**src/rtl/bsg_manycore_ruche_x_link_pipe_stage.sv**
```systemverilog
// Ruche-X link repeater stage: independent fwd/rev 2-entry FIFOs between
// a possibly inverted input link and a possibly inverted output link.

// Two-entry valid/ready FIFO operating on logical (non-inverted) values.
// ready_and_o is registered; v_o/data_o depend only on FIFO state and reset.
module bsg_manycore_ruche_x_link_pipe_fifo #(
  parameter int unsigned width_p = 1
) (
  input  logic               clk_i,
  input  logic               reset_i,
  input  logic               v_i,
  input  logic [width_p-1:0] data_i,
  output logic               ready_and_o,
  output logic               v_o,
  output logic [width_p-1:0] data_o,
  input  logic               ready_and_i
);

  logic [width_p-1:0] mem_q [2];
  logic               wr_ptr_q, wr_ptr_d;
  logic               rd_ptr_q, rd_ptr_d;
  logic [1:0]         count_q, count_d;
  logic               ready_q, ready_d;
  logic               enq, deq;

  // ready_q holds "not full" for the state being entered; it is set during
  // reset so the first cycle after release already advertises space, while
  // the reset gate below still forces the port low during reset itself.
  assign ready_and_o = ready_q & ~reset_i;
  assign v_o         = (count_q != 2'd0) & ~reset_i;
  // Empty or in-reset outputs a defined zero so data_o is never X.
  assign data_o      = v_o ? mem_q[rd_ptr_q] : '0;

  assign enq = v_i & ready_and_o;
  assign deq = v_o & ready_and_i;

  // Next-state pointer/count/ready computation.
  always_comb begin
    count_d  = count_q;
    wr_ptr_d = wr_ptr_q ^ enq;
    rd_ptr_d = rd_ptr_q ^ deq;
    if (enq && !deq) begin
      count_d = count_q + 2'd1;
    end else if (deq && !enq) begin
      count_d = count_q - 2'd1;
    end
    ready_d = (count_d != 2'd2);
  end

  // Control state register with synchronous flush.
  always_ff @(posedge clk_i) begin
    if (reset_i) begin
      count_q  <= '0;
      wr_ptr_q <= 1'b0;
      rd_ptr_q <= 1'b0;
      ready_q  <= 1'b1;
    end else begin
      count_q  <= count_d;
      wr_ptr_q <= wr_ptr_d;
      rd_ptr_q <= rd_ptr_d;
      ready_q  <= ready_d;
    end
  end

  // Storage write; contents need no reset because data_o is gated by v_o.
  always_ff @(posedge clk_i) begin
    if (enq) begin
      mem_q[wr_ptr_q] <= data_i;
    end
  end

`ifndef SYNTHESIS
  logic               hold_q;
  logic [width_p-1:0] data_prev_q;

  // Simulation checks: known input valid, and output held stable under stall.
  always_ff @(posedge clk_i) begin
    hold_q      <= ~reset_i & v_o & ~ready_and_i;
    data_prev_q <= data_o;
    if (!reset_i && $isunknown(v_i)) begin
      $error("ruche link fifo: v_i is X/Z outside reset");
    end
    if (!reset_i && hold_q && (!v_o || (data_o != data_prev_q))) begin
      $error("ruche link fifo: output changed while stalled");
    end
  end
`endif

endmodule

// Stage top: de-invert input side, buffer each channel, re-invert output side.
module bsg_manycore_ruche_x_link_pipe_stage #(
  parameter int unsigned addr_width_p   = 28,
  parameter int unsigned data_width_p   = 32,
  parameter int unsigned x_cord_width_p = 7,
  parameter int unsigned y_cord_width_p = 7,
  parameter bit          invert_in_p    = 1'b0,
  parameter bit          invert_out_p   = 1'b0,
  // Request packet: op(2) + reg_id(5) + op_ex mask(data/8) + addr + payload + src/dst coords.
  localparam int unsigned fwd_width_lp  = 2 + 5 + (data_width_p >> 3) + addr_width_p
                                          + data_width_p + 2 * (x_cord_width_p + y_cord_width_p),
  // Return packet: type(3) + payload + reg_id(5) + dst coords.
  localparam int unsigned rev_width_lp  = 3 + data_width_p + 5 + x_cord_width_p + y_cord_width_p
) (
  input  logic                    clk_i,
  input  logic                    reset_i,

  input  logic                    fwd_v_i,
  input  logic [fwd_width_lp-1:0] fwd_data_i,
  output logic                    fwd_ready_and_o,
  output logic                    fwd_v_o,
  output logic [fwd_width_lp-1:0] fwd_data_o,
  input  logic                    fwd_ready_and_i,

  input  logic                    rev_v_i,
  input  logic [rev_width_lp-1:0] rev_data_i,
  output logic                    rev_ready_and_o,
  output logic                    rev_v_o,
  output logic [rev_width_lp-1:0] rev_data_o,
  input  logic                    rev_ready_and_i
);

  localparam logic [fwd_width_lp-1:0] fwd_in_mask_lp  = {fwd_width_lp{invert_in_p}};
  localparam logic [fwd_width_lp-1:0] fwd_out_mask_lp = {fwd_width_lp{invert_out_p}};
  localparam logic [rev_width_lp-1:0] rev_in_mask_lp  = {rev_width_lp{invert_in_p}};
  localparam logic [rev_width_lp-1:0] rev_out_mask_lp = {rev_width_lp{invert_out_p}};

  logic                    fwd_v_li, fwd_ready_lo, fwd_v_lo, fwd_ready_li;
  logic [fwd_width_lp-1:0] fwd_data_li, fwd_data_lo;
  logic                    rev_v_li, rev_ready_lo, rev_v_lo, rev_ready_li;
  logic [rev_width_lp-1:0] rev_data_li, rev_data_lo;

  assign fwd_v_li        = fwd_v_i ^ invert_in_p;
  assign fwd_data_li     = fwd_data_i ^ fwd_in_mask_lp;
  assign fwd_ready_and_o = fwd_ready_lo ^ invert_in_p;
  assign fwd_v_o         = fwd_v_lo ^ invert_out_p;
  assign fwd_data_o      = fwd_data_lo ^ fwd_out_mask_lp;
  assign fwd_ready_li    = fwd_ready_and_i ^ invert_out_p;

  assign rev_v_li        = rev_v_i ^ invert_in_p;
  assign rev_data_li     = rev_data_i ^ rev_in_mask_lp;
  assign rev_ready_and_o = rev_ready_lo ^ invert_in_p;
  assign rev_v_o         = rev_v_lo ^ invert_out_p;
  assign rev_data_o      = rev_data_lo ^ rev_out_mask_lp;
  assign rev_ready_li    = rev_ready_and_i ^ invert_out_p;

  bsg_manycore_ruche_x_link_pipe_fifo #(
    .width_p(fwd_width_lp)
  ) fwd_fifo (
    .clk_i      (clk_i),
    .reset_i    (reset_i),
    .v_i        (fwd_v_li),
    .data_i     (fwd_data_li),
    .ready_and_o(fwd_ready_lo),
    .v_o        (fwd_v_lo),
    .data_o     (fwd_data_lo),
    .ready_and_i(fwd_ready_li)
  );

  bsg_manycore_ruche_x_link_pipe_fifo #(
    .width_p(rev_width_lp)
  ) rev_fifo (
    .clk_i      (clk_i),
    .reset_i    (reset_i),
    .v_i        (rev_v_li),
    .data_i     (rev_data_li),
    .ready_and_o(rev_ready_lo),
    .v_o        (rev_v_lo),
    .data_o     (rev_data_lo),
    .ready_and_i(rev_ready_li)
  );

endmodule

```
**config.mk**
```make
export PLATFORM = sky130hd
export DESIGN_NAME = bsg_manycore_ruche_x_link_pipe_stage
export DESIGN_NICKNAME = d
export VERILOG_FILES = /design/src/rtl/bsg_manycore_ruche_x_link_pipe_stage.sv
export SDC_FILE = /design/constraint.sdc
export NUM_CORES = 1
export LEC_CHECK = 0
export CAP_MARGIN = 20
export CORE_UTILIZATION = 50
export DETAILED_ROUTE_END_ITERATION = 10
export GPL_ROUTABILITY_DRIVEN = 0
export GPL_TIMING_DRIVEN = 0
export PLACE_DENSITY_LB_ADDON = 0.3
export SLEW_MARGIN = 20
export SYNTH_ARGS = -nofsm -noshare
export SYNTH_HDL_FRONTEND = slang
export SYNTH_SLANG_ARGS = --single-unit
```
**constraint.sdc**
```tcl
create_clock -name clk_i -period 8.05 [get_ports clk_i]
set_clock_uncertainty 0.2 [all_clocks]
set_input_delay 1.61 -clock clk_i [delete_from_list [all_inputs] [get_ports clk_i]]
set_output_delay 1.61 -clock clk_i [all_outputs]
set_load 0.01 [all_outputs]
```
==> flow_summary.yaml <==
clock_tree:
  clk_pin_slew_worst_paths_ns: 0.06
  htree_levels: 1
  clock-sinks: 316
  clk_latency_ns: 0.54
  postCtsSetupRepairBufs: 0
  cts_tree: "yes"
  clockRootBuffer: "clkbuf_16"
  cts-buffers-inserted: 31
  clockBufferDepth: 3
  ctsHoldBuffers: 0
  cts-resized-gates: 0
critical_path:
  r2r-start: "fwd_fifo.ready_q"
  r2r_slack_ns: 6.15
  rr_endpoint: "fwd_fifo.mem_q[0][40]"
  crit_chain: "buf_6, or2_1, clkbuf_1, buf_2, nor2_1, clkdlybuf4s50_1"
  cpPeakStageDelay_ns: 0.61
  worstPathArrival_ns: 3.40
  end_kind: "output pin"
  cp_slowest_cell: "clkdlybuf4s50_1"
  critical_path_class: "primary input to output pin"
  cp_max_fo: 10
  path_buf_inv: 4
  required_ns: 6.24
  crit_path_start_kind: "primary input"
  reg2regPathDepth: 4
  cp_top_family: "buffers and inverters"
detailed_routing:
  wl_per_cell_um: 18.5
  vias_per_cell: 4.97
  drtIter0Drc: 328
  ant_nets: 0
  remaining_drc_errors: 0
  drt_first_pass_iters: 4
  via_count: 7019
  drt_wl_total_mm: 26.2
synthesis:
  ys_top_cells_by_area: "edfxtp_1, mux2i_1, nor2_1"
  netlist_instances: 716
  syn_nets: 881
  netlist.top_cell.by_area: "edfxtp_1"
  ys_seq_area_share_pct: 77.3
  syn_area_mm2: 0.0121
  ys_ff_latch: 316
  yosysTopAreaCellShare_pct: 75.7
  syn_avg_cell_area_um2: 17.0
  ys_warn_count: 0
  synth_cell_type_count: 23
final_layout:
  nNetsFinal: 1234
  fin_cells: 1411
  final_cell_mix: "clkdlybuf4s50_1, edfxtp_1, nor2_1"
  layout-drive-gt1-share_pct: 8.88
  final_common_cell: "clkdlybuf4s50_1"
  postLayoutCellArea_mm2: 0.0169
  antennaDiodeCount: 0
  area_growth_syn_to_layout_pct: 39.5
power_and_ir_drop:
  power_density_mw_per_mm2: 250
  p_switching_w: 0.000996
  clock_power_share_pct: 35.7
  intPower_w: 0.00324
  p_sw_share_pct: 23.5
  seq_power_share_pct: 45.6
  p_leak_nw: 5.59
  comb_power_share_pct: 18.7
  vdd_drop_max_uv: 195
timing:
  finalSetupTns_ns: 0
  fin_crit_ns: 5.21
  fmaxAchievable_ghz: 0.192
  hold_slack_ns: 0.427
  slew_headroom_pct: 56.7
  worstMarginPinSlew_ns: 0.649
  finalSetupViolCount: 0
  setup_ws_ns: 2.84
  grt_setup_unrepaired: "false"
  layout_worst_path_cycle_share_pct: 64.7
  finalHoldViolCount: 0
  slew_viol_final: 0
flow_run:
  maxCapViolations: 0
placed_design:
  portBuffers: 314
  dpl-instance-area_mm2: 0.0159
  hpwl_mm: 17.8
  preCtsSetupSlack_ns: 2.80
  placed_cells: 1355
worst_hold_path:
  holdPathStages: 3
  min_to: "rev_fifo.wr_ptr_q"
  hp-class: "register to register"
  holdCritStartpoint: "rev_fifo.wr_ptr_q"
grt:
  grt-ovfl-total: 0
  antenna_found_initial: 1
  gr-usage-all-layers_pct: 20.5
  grt_pass1_wl_mm: 38.3
  grt_pass1_vias: 7177
  grt_max_degree: 43
floorplanning:
  die_h_um: 158
  io_pins: 316
  dieWidth_um: 158
  start_util_pct: 51.4
  std_cell_rows: 56
  core_mm2: 0.0236
  dieArea_mm2: 0.0249
run_status:
  status: "finished clean"
how the worst max path moves through the flow:
stage | from | end | slack [ns] | cells past startpoint
5_1_grt | reset_i | fwd_data_o[98] | 2.73 | 6
6_report | reset_i | fwd_data_o[64] | 2.84 | 6
3_5_place_dp | reset_i | fwd_data_o[3] | 2.80 | 6
4_1_cts | reset_i | fwd_data_o[3] | 2.79 | 6
2_1_floorplan | reset_i | fwd_fifo.mem_q[1][0] | 2.95 | 4
3_3_place_gp | fwd_v_i | fwd_fifo.mem_q[1][10] | 1.31 | 4
layer usage:
layer	routed length, um	GRT usage, %
met1	9960	23.5
met2	12800	35.5
met3	2880	8.02
met4	570	5.55
met5	0	0
final cells by class:
type                       count  area [um^2]
fill                        1560         6670
clock inverter                22          284
timing repair buffer         320         3280
clock buffer                  34          787
multi-input combinational    353         2560
tap                          319          399
inverter                       9         33.8
sequential                   316         9390
buffer                        38          204
logic make-up after synthesis:
family,count (synthesis),synth area share [%]
XOR/XNOR,4,0.289
buffers and inverters,47,1.96
flip-flops,316,77.3
multiplexers,161,13.4
AO/OA/AOI/OAI,6,0.381
AND/OR/NAND/NOR,176,5.98
adder cells (fa/ha/maj),6,0.618
synthesized netlist by cell type:
master	instances
inv_1	9
nand4b_1	1
dfxtp_1	10
mux2i_1	157
nand2_1	2
clkbuf_1	4
edfxtp_1	306
and3b_1	2
o211ai_1	1
nand2b_1	4
o221ai_1	1
nor2_1	161
buf_2	31
or2_1	2
o21ai_0	1
xnor2_1	4
nor2b_1	2
a22oi_1	1
nor3b_4	2
buf_6	3
a22o_1	2
ha_1	6
mux2_4	4
power by group through the flow:
stage	combinational, W	sequential, W	clock [W]
after floorplan	0.000385	0.00197	0
after global placement	0.000772	0.00197	0
after detailed placement	0.000798	0.00196	0
after CTS	0.000805	0.00193	0.00154
after global routing	0.000855	0.00194	0.00159
final	0.000793	0.00193	0.00151
worst register-to-register path, cell delays in order, from the launching register on:
cell	delay (ns)
dfxtp_1	0.31
and3b_1	0.17
buf_6	0.16
ha_4	0.42
buf_16	0.29
flip-flops by register name (all words and copies together), names as in the netlist:
register           count
rev_fifo.mem_q       108
rev_fifo.count_q       2
fwd_fifo.rd_ptr_q      1
rev_fifo.rd_ptr_q      1
rev_fifo.ready_q       1
fwd_fifo.count_q       2
fwd_fifo.wr_ptr_q      1
rev_fifo.wr_ptr_q      1
fwd_fifo.ready_q       1
fwd_fifo.mem_q       198
stage by stage:
stage          utilization (%)  total power [W]
4_1_cts                   71.7          0.00427
5_1_grt                   71.7          0.00439
2_1_floorplan                -          0.00235
3_3_place_gp              66.4          0.00274
6_report                  71.7          0.00423
3_5_place_dp              67.2          0.00276
(Power assumes the default switching activity.)
